--- src/rtl/mu_pkg.sv ---
// mu_pkg: shared FSM state type, step sizing and microword init image for mu_step_fetch.
package mu_pkg;

    typedef enum logic [1:0] {IDLE, READ, PRESENT, DONE} mu_fetch_state_t;

    localparam int MU_STEP_W = 2;
    localparam int MU_STEPS  = 4;

    localparam logic [7:0] MU_ROM_INIT0 = 8'h11;
    localparam logic [7:0] MU_ROM_INIT1 = 8'h22;
    localparam logic [7:0] MU_ROM_INIT2 = 8'hA3;
    localparam logic [7:0] MU_ROM_INIT3 = 8'h44;

endpackage

--- src/rtl/mu_word_table.sv ---
// mu_word_table: 4-entry microword store with reset init and registered read.
// The write port exists only when MU_FETCH_LOAD_EN is defined; otherwise the table is constant.
module mu_word_table
    import mu_pkg::*;
#(
    parameter int WORD_W = 8
) (
    input  logic                 clk_i,
    input  logic                 rst_i,
    input  logic                 rd_en_i,
    input  logic [MU_STEP_W-1:0] rd_addr_i,
`ifdef MU_FETCH_LOAD_EN
    input  logic                 we_i,
    input  logic [MU_STEP_W-1:0] wr_addr_i,
    input  logic [WORD_W-1:0]    wr_data_i,
`endif
    output logic [WORD_W-1:0]    rd_data_o
);

    localparam int LOW_W = WORD_W - 1;

    // The MSB (last flag) always comes from bit 7; the remaining bits are resized to fit.
    function automatic logic [WORD_W-1:0] adapt(input logic [7:0] c);
        logic [LOW_W-1:0] low;
        low = LOW_W'(c[6:0]);
        return {c[7], low};
    endfunction

    localparam logic [WORD_W-1:0] INIT [MU_STEPS] = '{
        adapt(MU_ROM_INIT0), adapt(MU_ROM_INIT1), adapt(MU_ROM_INIT2), adapt(MU_ROM_INIT3)
    };

    logic [WORD_W-1:0] rd_word;
    logic [WORD_W-1:0] rd_data_q;

`ifdef MU_FETCH_LOAD_EN
    logic [WORD_W-1:0] mem_q [MU_STEPS];

    // Reset restores the init image and wins over a coincident load; loads land in any state
    always_ff @(posedge clk_i) begin
        if (rst_i) mem_q <= INIT;
        else if (we_i) mem_q[wr_addr_i] <= wr_data_i;
    end

    assign rd_word = mem_q[rd_addr_i];
`else
    assign rd_word = INIT[rd_addr_i];
`endif

    // Registered read; the output only moves on a read, so later loads never disturb a held word
    always_ff @(posedge clk_i) begin
        if (rst_i) rd_data_q <= '0;
        else if (rd_en_i) rd_data_q <= rd_word;
    end

    assign rd_data_o = rd_data_q;

endmodule

--- src/rtl/mu_step_fetch.sv ---
// mu_step_fetch: accepts a step index, fetches its microword, hands it downstream, then pulses end/last.
// Optional table load port enabled by defining MU_FETCH_LOAD_EN.
module mu_step_fetch
    import mu_pkg::*;
#(
    parameter int WORD_W = 8
) (
    input  logic                 clk_i,
    input  logic                 rst_i,
    input  logic [MU_STEP_W-1:0] step_i,
    input  logic                 step_valid_i,
    output logic                 step_ready_o,
    output logic [WORD_W-1:0]    word_o,
    output logic                 word_valid_o,
    input  logic                 word_ready_i,
`ifdef MU_FETCH_LOAD_EN
    input  logic                 load_en_i,
    input  logic [MU_STEP_W-1:0] load_addr_i,
    input  logic [WORD_W-1:0]    load_data_i,
`endif
    output logic                 end_o,
    output logic                 last_o
);

    mu_fetch_state_t      state_q, state_d;
    logic [MU_STEP_W-1:0] step_q, step_d;

    mu_word_table #(.WORD_W(WORD_W)) u_table (
        .clk_i     (clk_i),
        .rst_i     (rst_i),
        .rd_en_i   (state_q == READ),
        .rd_addr_i (step_q),
`ifdef MU_FETCH_LOAD_EN
        .we_i      (load_en_i),
        .wr_addr_i (load_addr_i),
        .wr_data_i (load_data_i),
`endif
        .rd_data_o (word_o)
    );

    // State register and latched step index; reset aborts any in-flight step
    always_ff @(posedge clk_i) begin
        if (rst_i) begin
            state_q <= IDLE;
            step_q  <= '0;
        end else begin
            state_q <= state_d;
            step_q  <= step_d;
        end
    end

    // Next state: a step is only taken in IDLE, the word waits in PRESENT for downstream
    always_comb begin
        state_d = state_q;
        step_d  = step_q;
        case (state_q)
            IDLE: if (step_valid_i) begin
                state_d = READ;
                step_d  = step_i;
            end
            READ:    state_d = PRESENT;
            PRESENT: if (word_ready_i) state_d = DONE;
            default: state_d = IDLE;
        endcase
    end

    // Outputs decode the registered state only, so end/last are glitch-free single-cycle pulses
    always_comb begin
        step_ready_o = state_q == IDLE;
        word_valid_o = state_q == PRESENT;
        end_o        = state_q == DONE;
        last_o       = (state_q == DONE) && (word_o[WORD_W-1] || step_q == '1);
    end

endmodule

--- config.mk ---
export PLATFORM = sky130hd
export DESIGN_NAME = mu_step_fetch
export DESIGN_NICKNAME = d
export VERILOG_FILES = /design/src/rtl/mu_pkg.sv /design/src/rtl/mu_word_table.sv /design/src/rtl/mu_step_fetch.sv
export SDC_FILE = /design/constraint.sdc
export NUM_CORES = 1
export LEC_CHECK = 0
export CAP_MARGIN = 20
export CORE_UTILIZATION = 37
export DETAILED_ROUTE_END_ITERATION = 6
export GPL_TIMING_DRIVEN = 0
export PLACE_DENSITY = 0.82
export REMOVE_ABC_BUFFERS = 1
export SLEW_MARGIN = 15
export SYNTH_ARGS = -nofsm -noshare
export SYNTH_HDL_FRONTEND = slang
export SYNTH_SLANG_ARGS = --single-unit
--- constraint.sdc ---
create_clock -name clk_i -period 1.4 [get_ports clk_i]
set_clock_uncertainty 0.2 [all_clocks]
set_input_delay 0.21 -clock clk_i [delete_from_list [all_inputs] [get_ports clk_i]]
set_output_delay 0.21 -clock clk_i [all_outputs]
set_load 0.02 [all_outputs]
# Word-level counts from Yosys, hierarchy flattened
# Index checks and enable logic that the tools add are counted.
# W data, S select, Z words.
[totals]
inputBits = 6
ff_bits = 12
word_cells = 22
[classes]
n_lt_le_gt_ge = 1
reduce_logical = 5
n_mux = 6
bitwise = 1
n_eq_ne = 6
[op_table]
columns = ["operator", "n"]
rows = [
  ["$bmux W8 S2", 1],
  ["$mux W8", 2],
  ["$eq A2 B2 Y1 const B", 3],
  ["$pmux W2 S3", 1],
  ["$mux W2", 2],
  ["$reduce_and A2 Y1", 2],
  ["$ge A3 B3 Y1 const B", 1],
  ["$not A2 Y3", 1],
  ["$eq A2 B1 Y1 const B", 1],
  ["$logic_not A2 Y1", 1],
  ["$ne A2 B1 Y1 const B", 1],
  ["$ne A2 B2 Y1 const B", 1],
  ["$logic_and A1 B1 Y1", 1],
  ["$logic_or A1 B1 Y1", 1],
]

# Depth between registers and ports, before layout
[logic_depth]
word_depth = 4
depth_mapped = 5
depth_no_buf = 5

# By module
# A second synthesis with hierarchy kept.
[unflattened]
cells_unflattened = 53
hier_area_um2 = 493.0
[modules_own_cells]
columns = ["mod", "n_inst", "area_per_inst_um2", "seq_area_each_um2", "cells_per_inst"]
rows = [
  ["mu_word_table", 1, 260.2, 100.1, 26],
  ["mu_step_fetch", 1, 232.7, 80.1, 27],
]

# Worst setup path before layout
# OpenSTA, ideal clock, no wires.
[synth_path]
kind = "register to register"
from = "register state_q[0]"
to = "register state_q[0]"
path_buffers = 0
synth_period_minus_slack_ns = 1.397
setup_slack_ns = 0.003
required_time_ns = 1.140
path_stages_with_launch = 5
arrival_time_ns = 1.137
setup_time_ns = 0.060
cell_sequence = "dfxtp_1 inv_1 ha_1 a22oi_2 o221a_1"
[synth_between]
elab_chain_cells = 3
word_cells_on_any_way = 7
[synth_lines]
columns = ["item", "line", "rtl"]
rows = [
  ["start: declaration", "mu_step_fetch.sv:25", "mu_fetch_state_t state_q, state_d;"],
  ["start signal: assignment", "mu_step_fetch.sv:47", "state_q <= state_d;"],
  ["$logic_not A2 Y1 *", "--", ""],
  ["net step_ready_o", "mu_step_fetch.sv:12", "output logic step_ready_o,"],
  ["$ne A2 B2 Y1 (no line)", "--", ""],
  ["$reduce_and A2 Y1 (no line)", "--", ""],
]
# Mark *: on every way through the listed nets, which the timed path passes. The rest lies on a longest branch.
# A chain may end at the register's enable or synchronous reset.

# Worst setup path in the final report
[layout_path]
from = "register step_q[1]"
to = "output port last_o"
[layout_between]
elab_chain_cells = 3
[layout_lines]
columns = ["item", "line", "rtl"]
rows = [
  ["start: declaration", "mu_step_fetch.sv:26", "logic [MU_STEP_W-1:0] step_q, step_d;"],
  ["start signal: assignment", "mu_step_fetch.sv:48", "step_q <= step_d;"],
  ["$eq A2 B2 Y1", "mu_step_fetch.sv:72", "last_o = (state_q == DONE) && (word_o[WORD_W-1] || step_q == '1);"],
  ["$logic_or A1 B1 Y1", "mu_step_fetch.sv:72", ""],
  ["$logic_and A1 B1 Y1", "mu_step_fetch.sv:72", ""],
  ["end: declaration", "mu_step_fetch.sv:22", "output logic last_o"],
]
# Every way passes these cells.

==> results by group <==
Status
  • Outcome: finished, violations left
  • Failing checks: setup timing

Timing
  • Max-slew violations: 0
  • Final worst slack: -0.0617 ns
  • Min Clock Period, post-route: around 1.5 ns
  • RSZ-0062 raised after global routing: yes
  • Count of final hold-check violations: 0
  • Fmax achieved: a little under 700 MHz
  • Count of final setup violators: 2
  • Hold_ws: around 0.29 ns
  • Period utilization: 1.04

Pwr
  • PnR Total Power: roughly 1.4 mW
  • PD cells: between 1500 and 2000 nW/um^2
  • VDD IR max: ~1200 uV
  • Pleak: 0.351 nW

Global routing
  • Vias in the first global route: around 350
  • Largest net degree at the start of global routing: 9
  • GRT Residual Overflow: 0
  • Overall Global Routing Usage: 0.155
  • Initial antenna violation count: 0
  • First-pass GRT wire length: around 1.5 mm

Floorplan
  • Die Span Y: 38.1 um
  • Row cnt: 12
  • Core Region: 1160 sq um
  • Die width: between 30 and 40 um
  • Top-Level Pins: 18
  • Area of the die: approximately 1500 sq um
  • Starting Density: 0.418

Synth
  • Cell area after synthesis: 483 sq um
  • Top-area cell type share of the netlist area: 0.373
  • Synth area leader: dfxtp_1
  • Synthesized instance count: 53
  • Synth top area cells: dfxtp_1 (37%), ha_1 (18%), mux2i_1 (10%)
  • Post-synthesis sequential area ratio: 0.373
  • Mapped Avg Cell Area: about 9 sq um
  • Ys Warns: 0
  • Synth Register Bits: 9
  • Post-synthesis cell type count: 16

Routing
  • Routed WL per cell: approximately 11 um
  • Drt first pass iters: 4
  • DRT antenna net count: 0
  • DR vias/cell: between 4 and 5
  • DR vias: 404
  • Drt total wl: about 950 um
  • DRT iter0 DRCs: 6
  • Residual DRC count: 0

Final layout
  • Share of cells above drive strength 1: 0.351
  • # nets final: 88
  • # diodes: 0
  • Finished Core Util: 0.656
  • Area of the multi-input gates: 294 sq um
  • Final instance area: ~760 sq um
  • Filler cell count: 106
  • Layout area overhead: 57.0%
  • Register cell area after layout: between 150 and 200 sq um

Clock network
  • CTS Root Cell: clkbuf_4
  • Buffer depth of the longest clock path: 2
  • CTS Hold Bufs: 0
  • CTS tree: done
  • Clk sinks: 9
  • Later-pin clock latency in the skew report: 0.26 ns
  • CTS H-tree depth: 1
  • CTS buffer count: 3
  • Clock slew at reported path FFs: roughly 0.06 ns

Setup path
  • Top Family by Delay on Critical Path: flip-flops
  • Startpoint Class: flip-flop
  • Worst path slowest cell: dfxtp_2
  • Critical path type: flip-flop to primary output
  • WP buf/inv: 1
  • Worst-path fanout max: 2
  • Worst Path Arrival: 1.05 ns
  • Req. time, crit path: 0.99 ns
  • Crit path largest cell delay: between 0.3 and 0.4 ns
  • CP Capture Type: primary output
  • CP Cell Sequence: ha_4 -> o21a_1 -> buf_6

Placement
  • Placed inst area: roughly 630 sq um
  • Routability congestion estimate: around 0.65
  • Dpl hpwl: between 500 and 600 um
  • Port Buffers: 16

Flow run
  • Max Cap Viol: 0

Min path
  • Hold WC Path Type: flip-flop to flip-flop
[final timing paths]
| kind | from | endpoint | slack (ns) | cells after the start |
|---|---|---|---|---|
| setup / recovery | step_q[1] | last_o | -0.06 | 3 |
| hold / removal | u_table.rd_data_o[0] | u_table.rd_data_o[0] | 0.29 | 2 |
| setup reg to reg | state_q[0] | state_q[0] | 0.01 | 5 |
| hold reg to reg | u_table.rd_data_o[0] | u_table.rd_data_o[0] | 0.29 | 2 |
[flip-flops by register name, summed over array words and instances (netlist names)]
name / count
u_table.rd_data_o: 5
state_q: 2
step_q: 2
[through the flow]
stage | instances | worst slack (ns) | TNS, ns
6_report | 88 | -0.0617 | -0.0807
4_1_cts | 86 | -0.0772 | -0.146
3_3_place_gp | 78 | -0.324 | -1.01
5_1_grt | 88 | -0.110 | -0.295
2_1_floorplan | 48 | 0.00303 | 0
3_5_place_dp | 78 | -0.329 | -1.09
[worst register-to-register path, stage by stage, from the launching register on]
cell and delay [ns]:
dfxtp_4 0.39, inv_4 0.06, ha_4 0.16, buf_6 0.11
a22oi_2 0.21, o221a_1 0.21
[cells in the mapped netlist]
cell type  instances
a22oi_2            1
inv_1              6
a211oi_1           1
conb_1             1
nand2_1            5
o221a_1            1
buf_2              1
mux2i_1            5
nand3_1            2
o21a_1             1
nor2_1             6
a21oi_1            2
ha_1               7
inv_2              1
buf_4              4
dfxtp_1            9
[final cells by class]
class                   count  area share
well taps                  14      0.0231
clock buffers               4      0.0347
flip-flops and latches      9       0.251
multi-input cells          32       0.388
inverters                   7      0.0413
repair buffers             22       0.262
[layer usage]
metal	track usage	wire, um	vias up
li1	-	-	206
met3	0.0872	78	0
met1	0.165	396	178
met5	0	0	-
met4	0.0536	0	0
met2	0.254	475	20
[cell families (layout without fill, tap and decap cells)]
logic type | count (synthesis) | after routing | synth area share
AOI/OAI and AO/OA | 6 | 6 | 0.101
adders and majority gates | 7 | 7 | 0.181
buffers and inverters | 12 | 33 | 0.127
DFF | 9 | 9 | 0.373
muxes | 5 | 5 | 0.104
other | 1 | 1 | 0.00776
and+or+nand+nor | 13 | 13 | 0.106
[what timing repair did]
item,CTS,global route
pin swaps,2,4
buffers inserted,4,2
endpoints found under the setup margin,13,11
gates resized for setup,37,12
[cells in the final DEF (no fill, tap or decap), drive strengths merged]
cell type	netlist	layout
buf	5	10
dfxtp	9	9
dlygate4sd2	0	7
inv	7	7
ha	7	7
nor2	6	6
mux2i	5	5
nand2	5	5
clkdlybuf4s50	0	5
clkbuf	0	4
nand3	2	2
a21oi	2	2
o21a	1	1
a211oi	1	1
a22oi	1	1
o221a	1	1
conb	1	1
[power by group]
| group | internal [mW] | switching, mW |
|---|---|---|
| registers | 0.344 | 0.0907 |
| clock network | 0.110 | 0.0861 |
| logic | 0.403 | 0.359 |
Power figures use the tool's default switching activity.
